**config.mk**
```make
export PLATFORM = sky130hd
export DESIGN_NAME = gecko_reg_scoreboard
export DESIGN_NICKNAME = d
export VERILOG_FILES = /design/src/rtl/gecko_reg_scoreboard_pkg.sv /design/src/rtl/gecko_reg_scoreboard_counter.sv /design/src/rtl/gecko_reg_scoreboard.sv
export SDC_FILE = /design/constraint.sdc
export NUM_CORES = 1
export LEC_CHECK = 0
export ABC_CLOCK_PERIOD_IN_PS = 7200
export CAP_MARGIN = 20
export CORE_ASPECT_RATIO = 0.9
export CORE_MARGIN = 8
export CORE_UTILIZATION = 45
export DETAILED_ROUTE_END_ITERATION = 16
export GPL_ROUTABILITY_DRIVEN = 0
export PLACE_DENSITY_LB_ADDON = 0.25
export SLEW_MARGIN = 15
export SYNTH_ARGS = -nofsm -noshare
export SYNTH_HDL_FRONTEND = slang
export SYNTH_HIERARCHICAL = 1
export SYNTH_SLANG_ARGS = --single-unit
export TNS_END_PERCENT = 20
```
**constraint.sdc**
```tcl
create_clock -name clk -period 7.2 [get_ports clk]
set_clock_uncertainty 0.2 [all_clocks]
set_input_delay 0.72 -clock clk [delete_from_list [all_inputs] [get_ports clk]]
set_output_delay 0.72 -clock clk [all_outputs]
set_load 0.03 [all_outputs]
```
**src/rtl/gecko_reg_scoreboard_pkg.sv**
```systemverilog
`default_nettype none
// ----------------------------------------------------------------------------
// gecko_reg_scoreboard_pkg : register-status type, address type and count->status map
// Revision: 1.0
// ----------------------------------------------------------------------------
package gecko_reg_scoreboard_pkg;

    // rv32 architectural register address
    typedef logic [4:0] gecko_reg_addr_t;

    typedef enum logic [1:0] {
        GECKO_REG_STATUS_VALID   = 2'd0,
        GECKO_REG_STATUS_PENDING = 2'd1,
        GECKO_REG_STATUS_FULL    = 2'd2
    } gecko_reg_status_t;

    // Counters up to 4 bits are zero-extended by the caller; full_val is the all-ones value.
    function automatic gecko_reg_status_t count_to_status(input logic [3:0] cnt,
                                                          input logic [3:0] full_val);
        gecko_reg_status_t st;
        if (cnt == 4'd0)
            st = GECKO_REG_STATUS_VALID;
        else if (cnt == full_val)
            st = GECKO_REG_STATUS_FULL;
        else
            st = GECKO_REG_STATUS_PENDING;
        return st;
    endfunction

endpackage
`default_nettype wire

```
**src/rtl/gecko_reg_scoreboard_counter.sv**
```systemverilog
`default_nettype none
// ----------------------------------------------------------------------------
// gecko_reg_scoreboard_counter : saturating pending-write counter for one register
// Revision: 1.0
// ----------------------------------------------------------------------------
module gecko_reg_scoreboard_counter #(
    parameter int WIDTH = 2
) (
    input  logic             clk,
    input  logic             rst,
    input  logic             inc,
    input  logic             dec,
    output logic [WIDTH-1:0] count,
    output logic             underflow
);
    localparam logic [WIDTH-1:0] C_FULL = '1;
    localparam logic [WIDTH-1:0] C_ONE  = WIDTH'(1);

    logic [WIDTH-1:0] count_q;
    logic [WIDTH-1:0] count_d;

    always_comb begin
        count_d   = count_q;
        underflow = dec && (count_q == '0);
        unique case ({inc, dec})
            2'b10: if (count_q != C_FULL) count_d = count_q + C_ONE;
            2'b01: if (count_q != '0)     count_d = count_q - C_ONE;
            // Write-back resolves first: an empty counter underflows, then the issue lands.
            2'b11: if (count_q == '0)     count_d = C_ONE;
            default: ;
        endcase
    end

    always_ff @(posedge clk or negedge rst) begin
        if (!rst)
            count_q <= '0;
        else
            count_q <= count_d;
    end

    assign count = count_q;

endmodule
`default_nettype wire

```
**src/rtl/gecko_reg_scoreboard.sv**
```systemverilog
`default_nettype none
// ----------------------------------------------------------------------------
// gecko_reg_scoreboard : per-register pending-write tracking for decode hazard checks
// Revision: 1.0
// ----------------------------------------------------------------------------
module gecko_reg_scoreboard
    import gecko_reg_scoreboard_pkg::*;
#(
    parameter int COUNTER_WIDTH = 2
) (
    input  logic              clk,
    input  logic              rst,
    input  logic              issue_valid,
    output logic              issue_ready,
    input  gecko_reg_addr_t   issue_rd,
    input  logic              wb_valid,
    input  gecko_reg_addr_t   wb_rd,
    input  gecko_reg_addr_t   rs1_addr,
    input  gecko_reg_addr_t   rs2_addr,
    input  gecko_reg_addr_t   rd_addr,
    output gecko_reg_status_t rs1_status,
    output gecko_reg_status_t rs2_status,
    output gecko_reg_status_t rd_status,
    output logic              busy,
    output logic              error
);
    localparam logic [COUNTER_WIDTH-1:0] C_FULL = '1;

    logic [COUNTER_WIDTH-1:0] cnt [32];
    logic [31:1]              uf;
    logic [31:1]              nonzero;
    logic                     issue_acc;
    logic                     error_q;

    assign cnt[0]      = '0;
    assign issue_ready = (issue_rd == 5'd0) || (cnt[issue_rd] != C_FULL);
    assign issue_acc   = issue_valid && issue_ready;

    for (genvar i = 1; i < 32; i++) begin : g_cnt
        gecko_reg_scoreboard_counter #(
            .WIDTH (COUNTER_WIDTH)
        ) u_counter (
            .clk       (clk),
            .rst       (rst),
            .inc       (issue_acc && (issue_rd == 5'(i))),
            .dec       (wb_valid && (wb_rd == 5'(i))),
            .count     (cnt[i]),
            .underflow (uf[i])
        );
        assign nonzero[i] = (cnt[i] != '0);
    end

    always_ff @(posedge clk or negedge rst) begin
        if (!rst)
            error_q <= 1'b0;
        else if (|uf)
            error_q <= 1'b1;
    end

    assign error      = error_q;
    assign busy       = |nonzero;
    assign rs1_status = count_to_status(4'(cnt[rs1_addr]), 4'(C_FULL));
    assign rs2_status = count_to_status(4'(cnt[rs2_addr]), 4'(C_FULL));
    assign rd_status  = count_to_status(4'(cnt[rd_addr]),  4'(C_FULL));

endmodule
`default_nettype wire

```
== Yosys cells after proc, flatten, opt, wreduce, memory -nomap -nowiden ==
Cells that the tools add are included.
Cells by class
  $lt $le $gt $ge: 4
  bitwise logic cells: 4
  eq/ne operators: 283
  reductions and logical operators: 225
  shift operators: 0
  multiply operators: 0
  muxes and demuxes: 142
  divide/modulo/power cells: 0
  add/subtract/negate cells: 62
Operators by type and width (number)
  $mux W2: 107
  $pmux W2 S3: 31
  $eq A5 B5 Y1 const B: 32
  $eq A2 B2 Y1 const B: 65
  $ne A2 B2 Y1 const B: 63
  $ne A2 B1 Y1 const B: 62
  $reduce_and A4 Y1: 31
  $logic_and A1 B1 Y1: 94
  $reduce_bool A3 Y1: 31
  $eq A5 B4 Y1 const B: 16
  $logic_not A2 Y1: 34
  $add A2 B1 Y2 const B: 31
  $eq A2 B1 Y1 const B: 31
  $reduce_bool A2 Y1: 31
  $reduce_or A31 Y1: 2
  $sub A2 B1 Y2 const B: 31
  $bmux W2 S5: 4
  $eq A5 B3 Y1 const B: 8
  $ge A6 B6 Y1 const B: 4
  $not A5 Y6: 4
  $eq A5 B2 Y1 const B: 4
  $eq A5 B1 Y1 const B: 2
  $logic_not A5 Y1: 1
  $logic_or A1 B1 Y1: 1
Storage, ports and cells
  flip-flop bits (word level): 63
  input bits: 29
  bits in latches: 0
  memories: 0
  RAM bits: 0
  output and inout port bits: 9
  ROM bits: 0

== Depth between registers and ports, before layout ==
Gate-level depths: netlist (run 1).
  depth after elaboration: 11
  gate-level depth with buffers: 12

== Modules after synthesis ==
The synthesis (run 1) kept the hierarchy.
By module, submodules not included
  gecko_reg_scoreboard_counter: area an instance 112.6 µm², seq. area each 50.0 µm², cells each 11, instances 31
  gecko_reg_scoreboard: area an instance 2914.0 µm², seq. area each 25.0 µm², cells each 266, instances 1

== Worst setup path before layout (run 1) ==
Ideal clock, no wire load.
  path type: input to output
  start: input rd_addr[0]
  end: output rd_status[0]
  required time: 6.280 ns
  arrival: 2.901 ns
  setup slack: 3.379 ns
  stages: 6
  cell sequence: buf_2 > buf_2 > mux4_2 > mux4_2 > mux2_2 > ha_1
On the way
  cells in the longest elaborated chain, start to end: 7
RTL lines
  start: declaration: RTL line gecko_reg_scoreboard.sv:20  | input gecko_reg_addr_t rd_addr,
  $not A5 Y6 (not written as such) (*): RTL line gecko_reg_scoreboard.sv:64  | assign rd_status = count_to_status(4'(cnt[rd_addr]), 4'(C_FULL));
  $bmux W2 S5 (*): RTL line gecko_reg_scoreboard.sv:64
  $mux W2 (not written as such) (*) (2 in series): RTL line gecko_reg_scoreboard.sv:64
  $eq A2 B2 Y1: RTL line gecko_reg_scoreboard_pkg.sv:23  | else if (cnt == full_val)
  $mux W2: RTL line gecko_reg_scoreboard_pkg.sv:23
  $mux W2 (*): RTL line gecko_reg_scoreboard_pkg.sv:21  | if (cnt == 4'd0)
  end: declaration: RTL line gecko_reg_scoreboard.sv:23  | output gecko_reg_status_t rd_status,
Every way passes the cells marked *; elsewhere a longest branch is shown, timed or not. The select of a mux whose other input is x is not followed.

== Worst setup path after layout (run 1) ==
  start: input rs1_addr[1]
  end: output rs1_status[0]
On the way
  cells in the longest elaborated chain, start to end: 7
RTL lines
  start: declaration: RTL line gecko_reg_scoreboard.sv:18  | input gecko_reg_addr_t rs1_addr,
  $not A5 Y6 (not written as such) (*): RTL line gecko_reg_scoreboard.sv:62  | assign rs1_status = count_to_status(4'(cnt[rs1_addr]), 4'(C_FULL));
  $bmux W2 S5 (*): RTL line gecko_reg_scoreboard.sv:62
  $mux W2 (not written as such) (*) (2 in series): RTL line gecko_reg_scoreboard.sv:62
  $eq A2 B2 Y1: RTL line gecko_reg_scoreboard_pkg.sv:23
  $mux W2: RTL line gecko_reg_scoreboard_pkg.sv:23
  $mux W2 (*): RTL line gecko_reg_scoreboard_pkg.sv:21
  end: declaration: RTL line gecko_reg_scoreboard.sv:21  | output gecko_reg_status_t rs1_status,
Marks and branches as above.

==> results of run 1 <==
## area by class of cell
| cell class | instances | area (um2) | area share |
|---|---|---|---|
| Sequential cell | 63 | 1580 | 0.222 |
| Clock inverter | 3 | 43.8 | 0.00616 |
| Tap cell | 193 | 241 | 0.0340 |
| Clock buffer | 12 | 246 | 0.0347 |
| Timing Repair Buffer | 40 | 380 | 0.0535 |
| Multi-Input combinational cell | 517 | 4620 | 0.650 |
## synth_stat cells (8+ instances only)
master    count  area share
nand3_1       8      0.0063
nand3b_1     32       0.038
mux2_2       14       0.025
nor4_1       30       0.029
a21oi_1      31       0.024
nor2b_2      31       0.042
mux4_1       11       0.045
nor2_1       35       0.021
mux2i_1      35       0.055
nand4_1       8      0.0078
o21ai_0      93       0.073
mux4_2       57        0.20
nor2b_1       8      0.0078
xnor2_1      31       0.042
nor3_1       18       0.014
nor3b_1      33       0.039
dfrtp_1      63        0.25
nand2_1       9      0.0053
## layout by cell type (no fill, tap or decap), types with 6 or more instances in the layout
cell type	Yosys	routed
a21oi_1	31	31
a22o_1	6	6
clkbuf_16	0	9
clkdlybuf4s50_1	0	33
dfrtp_1	63	63
mux2_2	14	14
mux2i_1	35	35
mux4_1	11	11
mux4_2	57	57
nand2_1	9	9
nand3_1	8	8
nand3b_1	32	32
nand4_1	8	8
nor2_1	35	35
nor2b_1	8	8
nor2b_2	31	31
nor3_1	18	18
nor3b_1	33	33
nor4_1	30	30
o21ai_0	93	93
xnor2_1	31	31
## final timing paths
check                                                      endpoint  cells past startpoint                                      from
min                        g_cnt[30].u_counter/count[1]$_DFFE_PN0P_                      2                                       rst
max                                                   rs1_status[0]                      7                               rs1_addr[1]
max reg2reg                g_cnt[18].u_counter/count[0]$_DFFE_PN0P_                      6  g_cnt[21].u_counter/count[1]$_DFFE_PN0P_
min reg2reg                                       error$_DFFE_PN0P_                      3                         error$_DFFE_PN0P_
max in group asynchronous   g_cnt[1].u_counter/count[1]$_DFFE_PN0P_                      2                                       rst
min in group clk                                  error$_DFFE_PN0P_                      3                         error$_DFFE_PN0P_
## report_power, final
group,switching (mW),leakage [nW],internal (mW)
combinational,0.317,1.33,0.422
clock,0.170,0.143,0.276
sequential,0.315,0.644,0.439
## cells by family (layout without fill, tap and decap cells)
logic type                 Yosys count  count (layout)  share of synthesized area
muxes                              117             117                      0.325
xor gates and xnor gates            31              31                     0.0424
adders and majority gates            3               3                    0.00586
DFF                                 63              63                      0.246
buffers and inverters               27              55                     0.0320
AOI/OAI and AO/OA                  139             139                      0.119
and+or+nand+nor                    227             227                      0.230
## metal layers
layer,routed length (um),part of all wire
met1,8660,0.43
met5,0,0
met3,1970,0.099
met2,8940,0.45
met4,363,0.018
## flip-flops by register name, summed over array words and instances (netlist names)
register / count
error: 1
g_cnt.u_counter/count: 62
## per-stage QoR
step	total power [mW]	std cells	utilization	hold slack (ps)	setup WS, ps
2_1_floorplan	1.22	607	-	224	3380
3_3_place_gp	1.43	812	0.489	405	2030
3_5_place_dp	1.48	812	0.489	406	1970
4_1_cts	1.92	827	0.510	401	1930
5_1_grt	2.04	828	0.510	439	2080
6_report	1.94	828	0.510	364	2140
==> flow_metrics.tcl, run 1 <==
set metrics [dict create \
    outcome "finished clean" \
    crit_chain "clkdlybuf4s50_1 -> mux2_2 -> a22o_1 -> mux4_2 -> mux2_2 -> ha_1 -> clkdlybuf4s50_1" \
    leakage_nw 2.11 \
    slowest_stage "clkdlybuf4s50_1" \
    drive_gt1_frac 0.209 \
    die_area_um2 18300 \
    clk_pin_slew_worst_paths_ps 50 \
    drv_slew 0 \
    grt_use_met3 0.0599 \
    boundaryPins 38 \
    placed_area_um2 6820 \
    first_global_vias 5590 \
    crit_fanout 17 \
    synth-async-reset-ratio 1.00 \
    worstPathArrival_ps 4140 \
    maxSlewHeadroom 0.276 \
    met2_usage 0.340 \
    gr-total-overflow 0 \
    grt.total_usage 0.225 \
    path_class "in2out" \
    synth_cell_types 45 \
    firstDrtPassIters 5 \
    worst_hold_path_type "in2async" \
    dieWidth_um 142 \
    drt-total-wl_um 19900 \
    ant_nets 0 \
    ctsResizeCount 0 \
    final-setup-viol-count 0 \
    pwr_density_cell_nw_per_um2 272 \
    io_buffers 37 \
    syn_nets 639 \
    cts_root_buf "clkbuf_16" \
    drt_iter0_markers 693 \
    peakVddDrop_v 0.000131 \
    max_cap_viol_count 0 \
    cts_hold_buffers 0 \
    cts_tree "built" \
    ys.flop_type "dfrtp_1" \
    wl_per_cell_um 24.1 \
    layout.nets 663 \
    post_cts_buffers 0 \
    numCtsBuffers 9 \
    worst_pin_slew_ps 1070 \
    ys_seq_area_frac 0.246 \
    syn_area_um2 6400 \
    cp-end-kind "output pin" \
    rows 41 \
    start_util 0.459 \
    fp.coreArea_um2 14000 \
    synth_edf_count 0 \
    clk_path_buf_depth 2 \
    critPathBufInv 2 \
    via_per_inst 6.86 \
    avgSynthCellArea_um2 10.6 \
    design_area_um2 7110 \
    place_hpwl_um 14300 \
    r2r_slack_ps 3810 \
    cp.required_ps 6280 \
    fmax_mhz 198 \
    grt_util_met1 0.312 \
    grt_start_max_net_pins 64 \
    fillers 1264 \
    cts_max_level 3 \
    setup_tns_ps 0 \
    grt_pass1_wl_um 31600 \
    crit_family "buffers and inverters" \
    rsz0062_at_grt "no" \
    syn_inst 607 \
    drc_errors 0 \
    antenna_found_initial 0 \
    die_height_um 129 \
    hold_viol 0 \
    cts.sinks 63 \
    start_kind "primary input" \
    syn_to_final_growth_pct 11.0 \
    num_vias 5683 \
    num_antenna_cells 0 \
    ys_ff_latch 63 \
    min_period_over_period 0.702 \
    insertion_delay_ps 340 \
    max_stage_delay_ps 1020 \
    yosys_warnings 6 \
    busiest_layer "met2" \
    min_period_ps 5060 \
]
Note: power is estimated with default switching activity, not from simulation.
==> inputs of run 2 (changes only) <==
--- a/config.mk
+++ b/config.mk
@@ -5,7 +5,7 @@
 export SDC_FILE = /design/constraint.sdc
 export NUM_CORES = 1
 export LEC_CHECK = 0
-export ABC_CLOCK_PERIOD_IN_PS = 7200
+export ABC_CLOCK_PERIOD_IN_PS = 4700
 export CAP_MARGIN = 20
 export CORE_ASPECT_RATIO = 0.9
 export CORE_MARGIN = 8
==> constraint.sdc (replaced) <==
create_clock -name clk -period 4.7 [get_ports clk]
set_clock_uncertainty 0.2 [all_clocks]
set_input_delay 0.47 -clock clk [delete_from_list [all_inputs] [get_ports clk]]
set_output_delay 0.47 -clock clk [all_outputs]
set_load 0.03 [all_outputs]
==> flow_metrics.tcl, run 2 (synthesis results as in run 1) <==
set metrics [dict create \
    power_frac_clock 0.251 \
    gr-total-overflow 0 \
    min_from "error$_DFFE_PN0P_" \
    place_hpwl_um 14700 \
    dieWidth_um 142 \
    layout.nets 682 \
    drt_iter0_markers 858 \
    fmax_mhz 236 \
    num_antenna_cells 0 \
    antenna_found_initial 0 \
    drive_gt1_frac 0.229 \
    wl_per_cell_um 23.6 \
    hold_path_end "error$_DFFE_PN0P_" \
    firstDrtPassIters 5 \
    worstPathArrival_ps 3560 \
    hold_viol 0 \
    min_period_ps 4230 \
    cts.sinks 63 \
    syn_to_final_growth_pct 14.3 \
    seqPwrFrac 0.378 \
    r2r_cells 9 \
    power_mw 3.08 \
    drv_slew 0 \
    maxSlewHeadroom 0.487 \
    rr_startpoint "g_cnt[28].u_counter/count[0]$_DFFE_PN0P_" \
    die_height_um 129 \
    via_per_inst 6.85 \
    switchingPower_mw 1.23 \
    cp.required_ps 4030 \
    grt.total_usage 0.223 \
    rsz0062_at_grt "no" \
    pwr_density_cell_nw_per_um2 420 \
    clk_path_buf_depth 2 \
    cts_root_buf "clkbuf_16" \
    min_path_cells 3 \
    clk_pin_slew_worst_paths_ps 50 \
    numCtsBuffers 9 \
    num_vias 5809 \
    leakage_nw 2.23 \
    start_util 0.459 \
    insertion_delay_ps 340 \
    r2r_slack_ps 1560 \
    worst_pin_slew_ps 763 \
    rows 41 \
    boundaryPins 38 \
    cts_max_level 3 \
    intPower_mw 1.85 \
    cp-end-kind "output pin" \
    io_buffers 37 \
    largest_register_ffs 62 \
    outcome "finished clean" \
    switching_share 0.399 \
    setup_tns_ps 0 \
    crit_fanout 17 \
    first_global_vias 5592 \
    max_cap_viol_count 0 \
    start_kind "primary input" \
    drc_errors 0 \
    ant_nets 0 \
    peakVddDrop_v 0.000212 \
    min_period_over_period 0.900 \
    fin_util 0.524 \
    die_area_um2 18300 \
    fp.coreArea_um2 14000 \
    post_cts_buffers 0 \
    layout_commonest_cell "o21ai_0" \
    r2r-end "g_cnt[17].u_counter/count[0]$_DFFE_PN0P_" \
    mostFrequentLayoutCells "o21ai_0, dfrtp_1, mux4_2" \
    final-setup-viol-count 0 \
    grt_start_max_net_pins 41 \
    p_comb_frac 0.371 \
    path_class "in2out" \
    grt_pass1_wl_um 31500 \
    cts_tree "built" \
    worst_hold_path_type "reg2reg" \
    drt-total-wl_um 20000 \
]
-- run 2: cell count changes in the layout (fill, tap and decap cells not counted), sizes merged --
cell	delta
clkinv	-2
clkbuf	+2
bufinv	+1
dlygate4sd3	+1
buf	+15
clkdlybuf4s50	+3
-- run 2: layer usage --
layer,vias to the layer above,global-route usage,share of wire
met1,2908,0.298,0.43
met5,-,0,0
li1,2511,-,-
met3,34,0.0581,0.097
met2,356,0.345,0.45
met4,0,0.0738,0.020
-- run 2: area by class of cell --
class / count / area, um2
clock buffer: 14 / 284
clock inverter: 2 / 60.1
fill: 1267 / 6640
multi-input combinational: 517 / 4620
sequential: 63 / 1580
tap: 193 / 241
timing repair buffer: 59 / 533
-- run 2: power by group through the flow --
stage	Clock (mW)	Sequential, mW	Combinational, mW
6_report	0.773	1.16	1.14
5_1_grt	0.801	1.19	1.24
3_3_place_gp	0	1.12	1.08
2_1_floorplan	0	0.952	0.916
3_5_place_dp	0	1.14	1.13
4_1_cts	0.784	1.13	1.14
-- run 2: worst max-delay path by stage --
stage	slack (ps)	startpoint	end	depth (start not counted)
2_1_floorplan	1380	rd_addr[0]	rd_status[0]	6
3_3_place_gp	490	rd_addr[0]	rd_status[0]	7
3_5_place_dp	480	rd_addr[0]	rd_status[0]	7
4_1_cts	460	rd_addr[0]	rd_status[0]	7
5_1_grt	340	issue_rd[0]	issue_ready	9
6_report	470	rd_addr[0]	rd_status[0]	7
-- run 2: what timing repair did --
action	in CTS	in global routing
hold buffers	1	0
endpoints found under the hold margin	23	0
resized for setup	0	0
-- run 2: critical path, stage by stage --
cell and delay [ps]:
clkdlybuf4s50_1 470, buf_4 300, mux4_2 560, mux4_2 510, mux2_2 290, ha_1 280
clkdlybuf4s50_1 670
-- run 2: per-stage QoR --
| stage | instance area (um2) | worst slack (ps) | cells | hold slack [ps] |
|---|---|---|---|---|
| after floorplan | 6400 | 1380 | 607 | -25.6 |
| after global placement | 6960 | 486 | 831 | 280 |
| after detailed placement | 6960 | 475 | 831 | 293 |
| after CTS | 7320 | 457 | 848 | 410 |
| after global routing | 7320 | 345 | 848 | 446 |
| final | 7320 | 469 | 848 | 402 |
